[config.mk]
export PLATFORM = sky130hd
export DESIGN_NAME = mips32_fetch_queue
export DESIGN_NICKNAME = d
export VERILOG_FILES = /design/src/rtl/mips32_pkg.sv /design/src/rtl/mips32_sync_fifo.sv /design/src/rtl/mips32_fetch_queue.sv
export SDC_FILE = /design/constraint.sdc
export NUM_CORES = 1
export LEC_CHECK = 0
export ABC_AREA = 0
export BUFFER_PORTS_ARGS = -buffer_cell sky130_fd_sc_hd__buf_2
export CAP_MARGIN = 5
export CORE_UTILIZATION = 60
export CTS_CLUSTER_DIAMETER = 150
export DETAILED_ROUTE_END_ITERATION = 8
export HOLD_SLACK_MARGIN = 0.08
export PLACE_DENSITY = 0.9
export SLEW_MARGIN = 20
export SYNTH_ARGS = -nofsm -noshare
export SYNTH_HDL_FRONTEND = slang
export SYNTH_HIERARCHICAL = 1
export SYNTH_SLANG_ARGS = --single-unit
[constraint.sdc]
create_clock -name clk -period 7.1 [get_ports clk]
set_input_delay 0.355 -clock clk [delete_from_list [all_inputs] [get_ports clk]]
set_output_delay 0.355 -clock clk [all_outputs]
set_load 0.05 [all_outputs]
[src/rtl/mips32_pkg.sv]
// Shared types and constants for the MIPS32 fetch front end.
package mips32_pkg;

    localparam logic [5:0] OP_ALU   = 6'b000000;
    localparam logic [5:0] OP_ADDI  = 6'b001000;
    localparam logic [5:0] OP_BNEQZ = 6'b001101;
    localparam logic [5:0] OP_BEQZ  = 6'b001110;
    localparam logic [5:0] OP_LW    = 6'b100011;
    localparam logic [5:0] OP_SW    = 6'b101011;
    localparam logic [5:0] OP_HLT   = 6'b111111;

    typedef enum logic {
        RUN  = 1'b0,
        HALT = 1'b1
    } fetch_state_e;

    typedef struct packed {
        logic [31:0] npc;
        logic [31:0] ir;
    } fetch_entry_t;

    function automatic logic is_hlt(input logic [31:0] ir);
        return ir[31:26] == OP_HLT;
    endfunction

endpackage

[src/rtl/mips32_sync_fifo.sv]
// In-order queue of fetch entries with a registered head, synchronous flush
// and an occupancy count used for request credit.
module mips32_sync_fifo
    import mips32_pkg::*;
#(
    parameter int DEPTH = 4
) (
    input  logic                         clk,
    input  logic                         rst_n,
    input  logic                         flush_i,
    input  logic                         push_i,
    input  fetch_entry_t                 push_data_i,
    input  logic                         pop_i,
    output logic                         valid_o,
    output fetch_entry_t                 head_o,
    output logic [$clog2(DEPTH+1)-1:0]   count_o
);

    localparam int CW = $clog2(DEPTH + 1);
    localparam int PW = $clog2(DEPTH);

    fetch_entry_t  mem_q [DEPTH];
    logic [PW-1:0] rd_ptr_q, rd_ptr_d;
    logic [PW-1:0] wr_ptr_q, wr_ptr_d;
    logic [CW-1:0] count_q, count_d;
    fetch_entry_t  head_q, head_d;
    logic          valid_q, valid_d;
    logic          pop_eff;
    logic          push_eff;

    assign pop_eff  = pop_i && valid_q && !flush_i;
    assign push_eff = push_i && !flush_i;

    always_comb begin
        rd_ptr_d = rd_ptr_q;
        wr_ptr_d = wr_ptr_q;
        count_d  = count_q;
        head_d   = head_q;
        valid_d  = valid_q;
        if (flush_i) begin
            wr_ptr_d = rd_ptr_q;
            count_d  = '0;
            head_d   = '0;
            valid_d  = 1'b0;
        end else begin
            rd_ptr_d = rd_ptr_q + PW'(pop_eff);
            wr_ptr_d = wr_ptr_q + PW'(push_eff);
            count_d  = count_q + CW'(push_eff) - CW'(pop_eff);
            valid_d  = (count_d != '0);
            // The head register is preloaded so the queue output stays registered;
            // when the queue drains to the incoming word, bypass the array.
            if (!valid_d) begin
                head_d = '0;
            end else if (count_q == CW'(pop_eff)) begin
                head_d = push_data_i;
            end else begin
                head_d = mem_q[rd_ptr_d];
            end
        end
    end

    always_ff @(posedge clk) begin
        if (push_eff) begin
            mem_q[wr_ptr_q] <= push_data_i;
        end
    end

    always_ff @(posedge clk or negedge rst_n) begin
        if (!rst_n) begin
            rd_ptr_q <= '0;
            wr_ptr_q <= '0;
            count_q  <= '0;
            head_q   <= '0;
            valid_q  <= 1'b0;
        end else begin
            rd_ptr_q <= rd_ptr_d;
            wr_ptr_q <= wr_ptr_d;
            count_q  <= count_d;
            head_q   <= head_d;
            valid_q  <= valid_d;
        end
    end

    assign valid_o = valid_q;
    assign head_o  = head_q;
    assign count_o = count_q;

    assert property (@(posedge clk) disable iff (!rst_n)
        !(push_eff && !pop_eff && (count_q == CW'(DEPTH))));

endmodule

[src/rtl/mips32_fetch_queue.sv]
// Fetch front end: issues word fetches under a queue-space credit, queues
// returned instructions with their next-PC, and squashes on branch redirect.
module mips32_fetch_queue
    import mips32_pkg::*;
#(
    parameter int                ADDR_W   = 10,
    parameter int                DEPTH    = 4,
    parameter logic [ADDR_W-1:0] RESET_PC = '0
) (
    input  logic              clk,
    input  logic              rst_n,
    output logic              imem_req_valid,
    input  logic              imem_req_ready,
    output logic [ADDR_W-1:0] imem_addr,
    input  logic              imem_rsp_valid,
    input  logic [31:0]       imem_rsp_data,
    input  logic              redirect_valid,
    input  logic [ADDR_W-1:0] redirect_pc,
    input  logic              halt_req,
    output logic              if_valid,
    output logic [31:0]       if_ir,
    output logic [31:0]       if_npc,
    input  logic              id_ready,
    output logic              halted
);

    localparam int            CW      = $clog2(DEPTH + 1);
    localparam logic [CW:0]   DEPTH_C = (CW + 1)'(DEPTH);

    fetch_state_e      state_q, state_d;
    logic [ADDR_W-1:0] fetch_pc_q, fetch_pc_d;
    logic [ADDR_W-1:0] rsp_pc_q, rsp_pc_d;
    logic [ADDR_W-1:0] rsp_pc_inc;
    logic [CW-1:0]     outst_q, outst_d;
    logic [CW-1:0]     drop_q, drop_d;
    logic [CW-1:0]     fifo_count;
    logic [CW:0]       credit_used;
    logic              req_fire;
    logic              rsp_push;
    logic              fifo_pop;
    fetch_entry_t      push_entry;
    fetch_entry_t      head;

    // Queued entries plus outstanding requests never exceed DEPTH, so every
    // response has a slot waiting for it.
    assign credit_used    = {1'b0, fifo_count} + {1'b0, outst_q};
    assign imem_req_valid = rst_n && (state_q == RUN) && !redirect_valid
                            && (credit_used < DEPTH_C);
    assign imem_addr      = fetch_pc_q;
    assign req_fire       = imem_req_valid && imem_req_ready;

    assign rsp_pc_inc = rsp_pc_q + ADDR_W'(1);
    assign rsp_push   = imem_rsp_valid && !redirect_valid && (drop_q == '0);
    assign push_entry = '{npc: 32'(rsp_pc_inc), ir: imem_rsp_data};
    assign fifo_pop   = if_valid && id_ready;

    always_comb begin
        state_d    = state_q;
        fetch_pc_d = fetch_pc_q;
        rsp_pc_d   = rsp_pc_q;
        drop_d     = drop_q;
        outst_d    = outst_q + CW'(req_fire) - CW'(imem_rsp_valid);

        if (halt_req) begin
            state_d = HALT;
        end else if (redirect_valid) begin
            state_d = RUN;
        end

        if (redirect_valid) begin
            fetch_pc_d = redirect_pc;
            rsp_pc_d   = redirect_pc;
            // Whatever is still in flight once this cycle settles belongs to the old stream.
            drop_d     = outst_d;
        end else begin
            if (req_fire) begin
                fetch_pc_d = fetch_pc_q + ADDR_W'(1);
            end
            if (imem_rsp_valid) begin
                if (drop_q != '0) begin
                    drop_d = drop_q - CW'(1);
                end else begin
                    rsp_pc_d = rsp_pc_inc;
                end
            end
        end
    end

    always_ff @(posedge clk or negedge rst_n) begin
        if (!rst_n) begin
            state_q    <= RUN;
            fetch_pc_q <= RESET_PC;
            rsp_pc_q   <= RESET_PC;
            outst_q    <= '0;
            drop_q     <= '0;
        end else begin
            state_q    <= state_d;
            fetch_pc_q <= fetch_pc_d;
            rsp_pc_q   <= rsp_pc_d;
            outst_q    <= outst_d;
            drop_q     <= drop_d;
        end
    end

    mips32_sync_fifo #(
        .DEPTH (DEPTH)
    ) u_queue (
        .clk         (clk),
        .rst_n       (rst_n),
        .flush_i     (redirect_valid),
        .push_i      (rsp_push),
        .push_data_i (push_entry),
        .pop_i       (fifo_pop),
        .valid_o     (if_valid),
        .head_o      (head),
        .count_o     (fifo_count)
    );

    assign if_ir  = head.ir;
    assign if_npc = head.npc;
    assign halted = (state_q == HALT);

endmodule

==> metrics.md <==
| Metric | Value |
|---|---|
| Worst-path cell chain | inv_1 -> ha_1 -> nand3b_1 -> nor2_1 -> nand2b_1 -> ha_1 -> inv_1 -> ha_1 -> inv_1 -> fa_1 -> xor2_1 -> xnor2_1 -> a31o_4 -> buf_16 -> a21oi_1 |
| Clk_lat worst skew | around 520 ps |
| Cell Area, Synth | 14200 um^2 |
| Hold Path Class | in2reg |
| Status | complete, no violations |
| Initial DRT Pass Iterations | 5 |
| Iter 0 DRT Violations | 650 |
| Largest net degree at the start of global routing | 66 |
| Register area share after synthesis | 0.714 |
| CTS Root Cell | clkbuf_16 |
| Total CTS buffers | 37 |
| Post-CTS resize count | 0 |
| H-Tree Level Count | 2 |
| Pwr dens | approximately 270 nW/um^2 |
| Busiest grt layer | met2 |
| Unique masters post-synth | 44 |
| Antenna violations before repair | 0 |
| Vias in the first global route | around 8.5k |
| GRT Total Usage | 0.259 |
| Sink Count | 355 |
| Avg Inst Size Synth | around 17 um^2 |
| Worst slew pin tran | around 1100 ps |
| Critical path type | reg2reg |
| Layout cells sized above 1 | 0.236 |
| Overflow after GRT | 0 |
| First-pass GRT wire length | about 47 mm |
| Slowest cell delay on critical path | 460 ps |
| Routing usage on met1 | 0.324 |
| Final Max Tran Viols | 0 |
| Crit path required time | roughly 7500 ps |
| Storage element area | 10200 um^2 |
| Flops & latches, synth | approximately 360 |
| Wire length per cell | between 20 and 25 um |
| Most frequent cells in the layout | 256 x edfxtp_1, 149 x nand2_1, 124 x buf_2, 110 x conb_1, 99 x dfrtp_1 |
| Final Hold Viols | 0 |
| WL final | between 30 and 40 mm |
| ANT nets after route | 0 |
| I/O Buffers | around 130 |
| Routed vias | just over 8k |
| Worst Setup Start Kind | flop |
| Die area | roughly 24000 um^2 |
| RSZ-0062 raised after global routing | false |
| CTS tree | done |
| Clock buffer depth | 3 |
| GP Congestion | roughly 0.80 |
| Die width | 156 um |
| Cts hold-fix bufs | 32 |
| P_leak | ~6.8 nW |
| Layout area overhead | 19.8% |
| Tmin final | between 3000 and 4000 ps |
| Final period util | 0.527 |
| Clock-pin slew on the worst setup and hold paths | approximately 60 ps |
| CP endpoint kind | flop |
| M3 GR Usage | 0.0381 |
| Number of diodes | 0 |
| Number of buffers added for setup after CTS | 0 |
| Die Y | between 150 and 200 um |
| Yosys warnings | 6 |
| GRT met2 Usage | 0.469 |
| Total power | between 4 and 5 mW |
| Max-cap violation count | 0 |
| Cell family contributing the most delay on the critical path | adder cells |
| Fmax | around 270 MHz |
| WP buf/inv | 4 |
| IO Count | roughly 130 |
| Peak supply drop | ~0.21 mV |
| Crit path max fanout | 42 |
| Final #Nets | approximately 1.2k |
| Clock Skew | around 25 ps |
| Core area | 23000 um^2 |
| Dpl hpwl | 15.9 mm |
| Vias per Instance | roughly 5.6 |
| Final-report setup violation count | 0 |
| TNS Setup | 0 ps |
| Syn Inst Count | between 800 and 900 |
| Initial Util | 0.619 |
| FILL cells | about 1.4k |
| Max transition margin | 0.293 |
| Multi-input gate area | roughly 4200 um^2 |
| Slowest CP cell | a31o_4 |
| Rows | 55 |
| Commonest non-fill, non-tap cell in the layout | edfxtp_1 |
| WP data arrival | between 4000 and 5000 ps |
| DR DRC count | 0 |
[Yosys cell counts (all sizes together)]
| library cell | count | area [um^2] |
|---|---|---|
| xor2 | 11 | 115 |
| nor3 | 12 | 60.1 |
| edfxtp | 256 | 7690 |
| ha | 12 | 150 |
| conb | 1 | 3.75 |
| o221ai | 1 | 8.76 |
| nand2b | 3 | 18.8 |
| buf | 34 | 258 |
| nor2b | 2 | 12.5 |
| nand2 | 149 | 559 |
| and3b | 1 | 8.76 |
| o41ai | 1 | 8.76 |
| a21o | 2 | 15.0 |
| nand3b | 1 | 7.51 |
| nand3 | 9 | 45.0 |
| nor2 | 11 | 41.3 |
| a221o | 5 | 50.1 |
| nor4 | 4 | 40.0 |
| xnor2 | 15 | 131 |
| a31o | 2 | 17.5 |
| dfrtp | 99 | 2480 |
| mux2i | 8 | 92.6 |
| a22oi | 1 | 7.51 |
| a21oi | 66 | 450 |
| clkbuf | 7 | 26.3 |
| o21ai | 13 | 65.1 |
| mux2 | 8 | 90.1 |
| and2 | 2 | 12.5 |
| mux4 | 64 | 1580 |
| nand4 | 2 | 27.5 |
| and3 | 7 | 43.8 |
| fa | 2 | 40.0 |
| inv | 16 | 60.1 |
| nor3b | 3 | 22.5 |
[metrics by stage]
| step | worst slack, ps | std cells | hold WS, ps | area [um^2] | util |
|---|---|---|---|---|---|
| floorplan | 667 | 939 | 59.4 | 14600 | - |
| global placement | 3300 | 1345 | 408 | 15500 | 0.674 |
| detailed placement | 3100 | 1345 | 413 | 15500 | 0.674 |
| CTS | 3090 | 1445 | 80.3 | 17000 | 0.739 |
| global route | 2960 | 1447 | 87.9 | 17100 | 0.742 |
| finish | 3360 | 1447 | 88.8 | 17100 | 0.742 |
[sequential cells by signal (all words and copies together), names as in the netlist, 2 cells and up]
name              flops
rsp_pc_q             10
u_queue/mem_q       256
u_queue/rd_ptr_q      2
imem_addr            10
u_queue/count_o       3
outst_q               3
drop_q                3
u_queue/head_o       64
u_queue/wr_ptr_q      2
[power breakdown]
part	switching, mW	total (mW)	internal (mW)	leakage [nW]
logic	0.311	0.460	0.149	2.55
registers	0.0418	2.35	2.31	3.63
clock network	0.769	1.86	1.10	0.584
[per-layer routing]
layer	share of wire	wire, um
met5	0	0
met4	0.022	661
met3	0.064	1940
met2	0.54	16200
met1	0.38	11500
[area by class of cell]
cell class	instances	share of cell area
flip-flops and latches	355	0.596
multi-input cells	527	0.245
clock buffers	59	0.0663
repair buffers	168	0.0628
well taps	313	0.0230
inverters	16	0.00352
clock inverters	9	0.00316
[kinds of logic (layout without fill, tap and decap cells)]
family,count (synthesis),after routing,share of synthesized area
and+or+nand+nor,206,206,0.0632
adders and majority gates,14,14,0.0134
muxes,80,80,0.124
DFF,355,355,0.714
buffers and inverters,57,252,0.0242
AOI/OAI and AO/OA,91,91,0.0438
other,1,110,0.000263
xor gates and xnor gates,26,26,0.0173
[worst register-to-register path: stages, from the launching register on]
cell	delay, ps
dfrtp_1	350
inv_1	100
ha_1	190
nand3b_1	350
nor2_1	200
nand2b_1	150
ha_1	320
inv_1	60
ha_1	130
inv_1	50
fa_1	390
xor2_1	170
xnor2_1	240
a31o_4	460
buf_16	310
a21oi_1	150
[path summary, 6_finish.rpt]
| path | slack, ps | start | to | cells after the start |
|---|---|---|---|---|
| hold / removal | 90 | imem_rsp_data[30] | u_queue/mem_q[0][30]$_DFFE_PP_ | 1 |
| hold reg to reg | 540 | imem_addr[8]$_DFFE_PN0P_ | imem_addr[8]$_DFFE_PN0P_ | 1 |
| min in group asynchronous | 400 | rst_n | u_queue/head_o[40]$_DFF_PN0_ | 2 |
| max in group asynchronous | 5410 | rst_n | u_queue/rd_ptr_q[0]$_DFFE_PN0N_ | 3 |
| setup reg to reg | 3360 | drop_q[0]$_DFFE_PN0P_ | u_queue/head_o[17]$_DFF_PN0_ | 15 |
| setup / recovery | 3360 | drop_q[0]$_DFFE_PN0P_ | u_queue/head_o[17]$_DFF_PN0_ | 15 |
Power figures use the tool's default switching activity.
